===== src/rtl/multicycle_add16_ctrl_pkg.sv =====
// Shared types and defaults for the multicycle slice adder.
package multicycle_add16_ctrl_pkg;

  localparam int DEF_WIDTH = 16;
  localparam int DEF_SLICE = 4;

  typedef enum logic [1:0] {
    ST_IDLE = 2'd0,
    ST_RUN  = 2'd1,
    ST_DONE = 2'd2
  } state_t;

endpackage


===== src/rtl/multicycle_add16_ctrl_if.sv =====
// Requester-side bus of the multicycle adder.
//
// Handshake: the requester drives start together with a/b/sub/cin; the
// controller accepts on the first rising edge where start=1 while it is
// idle (busy=0). busy stays high from the accept edge until the cycle
// after done. done is a single-cycle pulse, and sum/cout/ovf are valid
// from the done cycle until the next accepted start. start while busy is
// dropped, never queued.
interface multicycle_add16_ctrl_if #(
  parameter int WIDTH = 16
);
  logic             start;
  logic             sub;
  logic             cin;
  logic [WIDTH-1:0] a;
  logic [WIDTH-1:0] b;
  logic             busy;
  logic             done;
  logic [WIDTH-1:0] sum;
  logic             cout;
  logic             ovf;

  modport master (
    output start, sub, cin, a, b,
    input  busy, done, sum, cout, ovf
  );

  modport slave (
    input  start, sub, cin, a, b,
    output busy, done, sum, cout, ovf
  );
endinterface


===== src/rtl/multicycle_add16_ctrl_add_slice.sv =====
// SLICE-bit ripple-carry adder built from full-adder cells; purely combinational.
module add_slice #(
  parameter int SLICE = 4
) (
  input  logic [SLICE-1:0] a,
  input  logic [SLICE-1:0] b,
  input  logic             cin,
  output logic [SLICE-1:0] s,
  output logic             cout
);

  logic carry;

  // Ripple the carry from bit 0 upward, one full adder per bit.
  always_comb begin
    carry = cin;
    s     = '0;
    for (int i = 0; i < SLICE; i++) begin
      s[i]  = a[i] ^ b[i] ^ carry;
      carry = (a[i] & b[i]) | (carry & (a[i] ^ b[i]));
    end
    cout = carry;
  end

endmodule


===== src/rtl/multicycle_add16_ctrl.sv =====
// Multicycle add/subtract: one SLICE-bit slice per cycle, LSB slice first,
// carry held in a register between cycles.
module multicycle_add16_ctrl
  import multicycle_add16_ctrl_pkg::*;
#(
  parameter int WIDTH = DEF_WIDTH,
  parameter int SLICE = DEF_SLICE
) (
  input  logic                         clk,
  input  logic                         rst,
  multicycle_add16_ctrl_if.slave       bus,
  output state_t                       dbg_state
);

  localparam int NSLICE = WIDTH / SLICE;
  localparam int IDX_W  = (NSLICE > 1) ? $clog2(NSLICE) : 1;
  localparam logic [IDX_W-1:0] LAST_IDX = IDX_W'(NSLICE - 1);

  state_t             state_q;
  state_t             state_d;
  logic [IDX_W-1:0]   idx_q;
  logic               carry_q;
  logic [WIDTH-1:0]   op_a;
  logic [WIDTH-1:0]   op_b;
  logic [WIDTH-1:0]   sum_q;
  logic               cout_q;
  logic               ovf_q;

  logic [SLICE-1:0]   slice_s;
  logic               slice_c;
  logic               last_slice;
  int                 base;

  assign base       = int'(idx_q) * SLICE;
  assign last_slice = (idx_q == LAST_IDX);

  add_slice #(.SLICE(SLICE)) u_slice (
    .a    (op_a[base +: SLICE]),
    .b    (op_b[base +: SLICE]),
    .cin  (carry_q),
    .s    (slice_s),
    .cout (slice_c)
  );

  // State register.
  always_ff @(posedge clk) begin
    if (rst) state_q <= ST_IDLE;
    else     state_q <= state_d;
  end

  // Next-state logic: accept in IDLE, run NSLICE slices, one DONE cycle.
  always_comb begin
    state_d = state_q;
    case (state_q)
      ST_IDLE: if (bus.start) state_d = ST_RUN;
      ST_RUN:  if (last_slice) state_d = ST_DONE;
      ST_DONE: state_d = ST_IDLE;
      default: state_d = ST_IDLE;
    endcase
  end

  // Operand latch, per-slice result write, carry chaining and final flags.
  always_ff @(posedge clk) begin
    if (rst) begin
      idx_q   <= '0;
      carry_q <= 1'b0;
      op_a    <= '0;
      op_b    <= '0;
      sum_q   <= '0;
      cout_q  <= 1'b0;
      ovf_q   <= 1'b0;
    end else begin
      case (state_q)
        ST_IDLE: begin
          idx_q <= '0;
          if (bus.start) begin
            op_a    <= bus.a;
            // Subtract is A + ~B + 1: invert B here, force the carry-in below.
            op_b    <= bus.b ^ {WIDTH{bus.sub}};
            carry_q <= bus.sub ? 1'b1 : bus.cin;
            sum_q   <= '0;
          end
        end
        ST_RUN: begin
          sum_q[base +: SLICE] <= slice_s;
          carry_q              <= slice_c;
          if (last_slice) begin
            idx_q  <= '0;
            cout_q <= slice_c;
            // a^b^s at the MSB recovers the carry into the MSB.
            ovf_q  <= op_a[WIDTH-1] ^ op_b[WIDTH-1] ^ slice_s[SLICE-1] ^ slice_c;
          end else begin
            idx_q <= idx_q + IDX_W'(1);
          end
        end
        default: idx_q <= '0;
      endcase
    end
  end

  assign bus.busy = (state_q != ST_IDLE);
  assign bus.done = (state_q == ST_DONE);
  assign bus.sum  = sum_q;
  assign bus.cout = cout_q;
  assign bus.ovf  = ovf_q;
  assign dbg_state = state_q;

endmodule


===== src/flat_wrapper.sv =====
// flat-port wrapper written by rule: the top's interface ports become plain ports
module multicycle_add16_ctrl_flat import multicycle_add16_ctrl_pkg::*;
#(
  parameter int WIDTH = DEF_WIDTH,
  parameter int SLICE = DEF_SLICE
)
  (clk, rst, dbg_state, bus_start, bus_sub, bus_cin, bus_a, bus_b, bus_busy, bus_done, bus_sum, bus_cout, bus_ovf);
  multicycle_add16_ctrl_if #(.WIDTH(WIDTH)) bus_i ();
  input  logic clk;
  input  logic rst;
  output state_t dbg_state;
  input wire logic [$bits(bus_i.start)-1:0] bus_start;
  input wire logic [$bits(bus_i.sub)-1:0] bus_sub;
  input wire logic [$bits(bus_i.cin)-1:0] bus_cin;
  input wire logic [$bits(bus_i.a)-1:0] bus_a;
  input wire logic [$bits(bus_i.b)-1:0] bus_b;
  output wire logic [$bits(bus_i.busy)-1:0] bus_busy;
  output wire logic [$bits(bus_i.done)-1:0] bus_done;
  output wire logic [$bits(bus_i.sum)-1:0] bus_sum;
  output wire logic [$bits(bus_i.cout)-1:0] bus_cout;
  output wire logic [$bits(bus_i.ovf)-1:0] bus_ovf;
  assign bus_i.start = bus_start;
  assign bus_i.sub = bus_sub;
  assign bus_i.cin = bus_cin;
  assign bus_i.a = bus_a;
  assign bus_i.b = bus_b;
  assign bus_busy = bus_i.busy;
  assign bus_done = bus_i.done;
  assign bus_sum = bus_i.sum;
  assign bus_cout = bus_i.cout;
  assign bus_ovf = bus_i.ovf;
  multicycle_add16_ctrl #(.WIDTH(WIDTH), .SLICE(SLICE)) u_core (.clk(clk), .rst(rst), .bus(bus_i), .dbg_state(dbg_state));
endmodule

===== config.mk =====
export PLATFORM = sky130hd
export DESIGN_NAME = multicycle_add16_ctrl_flat
export DESIGN_NICKNAME = d
export VERILOG_FILES = /design/src/rtl/multicycle_add16_ctrl_pkg.sv /design/src/rtl/multicycle_add16_ctrl_if.sv /design/src/rtl/multicycle_add16_ctrl_add_slice.sv /design/src/rtl/multicycle_add16_ctrl.sv /design/src/flat_wrapper.sv
export SDC_FILE = /design/constraint.sdc
export NUM_CORES = 1
export LEC_CHECK = 0
export ABC_CLOCK_PERIOD_IN_PS = 10500
export CAP_MARGIN = 10
export CORE_MARGIN = 2
export CORE_UTILIZATION = 47
export CTS_CLUSTER_SIZE = 24
export DETAILED_ROUTE_END_ITERATION = 7
export PLACE_DENSITY = 0.76
export SYNTH_ARGS = -nofsm -noshare
export SYNTH_HDL_FRONTEND = slang
export SYNTH_HIERARCHICAL = 1
export SYNTH_SLANG_ARGS = --single-unit

===== constraint.sdc =====
create_clock -name clk -period 10.5 [get_ports clk]
set_input_delay 3.15 -clock clk [delete_from_list [all_inputs] [get_ports clk]]
set_output_delay 3.15 -clock clk [all_outputs]
set_load 0.1 [all_outputs]

==> impl_metrics.ini <==
[run_status]
status = completed

[setup_path]
required_ns = 7.35
slowest_delay_ns = 1.16
worst_path_max_delay_cell = clkdlybuf4s50_1
startpoint_type = flip-flop
r2r_slack_ns = 6.61
endpoint_kind = primary output
crit_fanout = 16
cp_cell_sequence = inv_1 -> nor2_1 -> clkdlybuf4s50_1
crit_type = flip-flop to primary output
critPathArrivalTime_ns = 2.50

[clock_tree]
cts_resized = 0
cts_buffers = 5
post_cts_buffers = 0
ctsHoldBuffers = 0
root_buffer = clkbuf_8
clkSinkCount = 55
clkSlewWorstSetupHoldPaths_ns = 0.09
clock_latency_ns = 0.30
cts_max_level = 2
clock_path_buffers = 2
cts_tree = built

[die]
die-area_sq_mm = 0.00587
placeableCoreArea_sq_mm = 0.00511
die_y_um = 76.6
io_pins = 59
initial_core_util = 0.485
die_x_um = 76.6
num_rows = 26

[placed_design]
place_congestion = 0.793
dp_hpwl_mm = 3.58
pre_cts_ws_ns = 5.13
port_buffers = 58

[yosys]
avgSynthCellArea_sq_um = 11.5
yosysTopAreaCell = dfxtp_1
ys_warn_count = 6
netlist_instances = 216
synth_nets = 263
yosysTopAreaCellShare = 0.444
netlist_area_sq_mm = 0.00248
yosysSeqAreaShare = 0.444
ys_ff_latch = 55
synth.distinct_cells = 32
synth.area.top_cells = dfxtp_1, a22o_1, mux4_2

[grt]
antenna_found_initial = 0
grt_usage = 0.182
grt_overflow = 0
grt_pass1_vias = 1802
grt_pass1_wl_mm = 8.55
grt_max_degree = 34

[routing]
viasPerCell = 5.31
wl_mm = 5.03
num_vias = 1804
drc_errors = 0
dr.pass1.iters = 6
drtAntennaViolNets = 0
drt_iter0_markers = 75
wl_per_cell_um = 14.8

[power_and_ir_drop]
p_switching_mw = 0.111
clkPwrFrac = 0.294
netSwitchingFraction = 0.260
p_leak_nw = 1.20
ir_drop_v = 0.0000549
seqPwrFrac = 0.533
power.internal_mw = 0.314
pwr_density_cell_mw_per_mm2 = 133
combPwrFrac = 0.173

[timing]
setup_viol = 0
worstMarginPinSlew_ns = 0.988
finalCriticalPeriod_ns = 5.65
finClkSkew_ns = 0.00596
hold_viol = 0
setup_ws_ns = 4.85
final-max-slew-violation-count = 0
rsz0062_at_grt = false
slew_headroom = 0.339
fin_setup_tns_ns = 0
maxClockFrequency_mhz = 177
hold_slack_ns = 0.477
finalCritPeriodShare = 0.538

[layout]
drive_gt1_frac = 0.0963
final_nets = 316
final_common_cell = clkdlybuf4s50_1
antenna_cells = 0
area_delta_synth_final_pct = 28.3
layout_common_cells = clkdlybuf4s50_1, dfxtp_1, a22o_1

[job]
max_cap_violations = 0

[worst_hold_path]
min_path_type = flip-flop to flip-flop
[power groups by stage]
| stage | sequential (mW) | clock (mW) | combinational, mW |
|---|---|---|---|
| 2_1_floorplan | 0.234 | 0 | 0.0437 |
| 3_3_place_gp | 0.231 | 0 | 0.0727 |
| 3_5_place_dp | 0.231 | 0 | 0.0734 |
| 4_1_cts | 0.227 | 0.128 | 0.0738 |
| 5_1_grt | 0.228 | 0.138 | 0.0794 |
| 6_report | 0.226 | 0.125 | 0.0734 |
[per-layer routing]
layer / global-route usage / up-vias / routed length (um)
met2: 0.288 / 48 / 2320
met5: 0 / - / 0
met1: 0.243 / 850 / 2440
li1: - / 898 / -
met4: 0.0600 / 0 / 71
met3: 0.0462 / 8 / 198
[cell usage after synthesis]
cell,n
buf_2,8
dfxtp_1,55
nand3_1,8
a21oi_2,3
nor2_1,4
fa_1,4
a21oi_1,8
buf_6,1
nor4_1,1
nor3b_1,1
o21bai_1,1
nand2_1,1
nor3b_4,1
ha_1,6
nor4b_4,1
inv_1,14
and3b_1,2
a211oi_1,2
o21ai_0,10
a22o_1,40
mux2i_1,3
nor2b_1,1
nor4_2,2
xor2_1,16
mux4_2,8
buf_4,3
xnor2_1,3
clkbuf_1,2
a32oi_1,1
nor4b_1,1
mux2_2,2
nand2b_1,3
[layout make-up]
| class | instances | area (sq um) |
|---|---|---|
| fill | 442 | 1930 |
| tap | 70 | 87.6 |
| timing repair buffer | 60 | 596 |
| multi-input combinational | 133 | 1240 |
| inverter | 14 | 52.6 |
| clock buffer | 8 | 100 |
| sequential | 55 | 1100 |
[flip-flops by register name, indices dropped and copies added (netlist names)]
signal	flops
u_core/carry_q	1
u_core/op_b	16
u_core/dbg_state	2
u_core/bus.cout	1
u_core/op_a	16
u_core/idx_q	2
u_core/bus.ovf	1
u_core/bus.sum	16
[critical path: cells and delay by family, from the launching register on]
family                 cells  cell delay (ns)
buffers and inverters      2             1.37
flip-flops                 1             0.69
AND/OR/NAND/NOR            1             0.14
[path summary, 6_finish.rpt]
check,to,cells after the start,from
setup / recovery,bus_done,3,u_core/dbg_state[1]
hold / removal,u_core/op_a[1],1,u_core/op_a[1]
setup reg to reg,u_core/bus.ovf,12,u_core/idx_q[0]
hold reg to reg,u_core/op_a[1],1,u_core/op_a[1]
[cells by family (layout without fill, tap and decap cells)]
family                     after synthesis  in the layout  synth area share
xor gates and xnor gates                19             19            0.0671
and+or+nand+nor                         26             26            0.0772
AOI/OAI and AO/OA                       65             65             0.201
DFF                                     55             55             0.444
adders and majority gates               10             10            0.0626
muxes                                   13             13            0.0939
buffers and inverters                   28             82            0.0540
[stage by stage]
stage                      util  cells  power [mW]  area [sq um]
after floorplan               -    216       0.278          2480
after global placement    0.603    332       0.304          3080
after detailed placement  0.603    332       0.305          3080
after CTS                 0.623    340       0.428          3180
after global routing      0.623    340       0.445          3180
final                     0.623    340       0.425          3180
No activity file was read; power rests on OpenSTA's default activity.
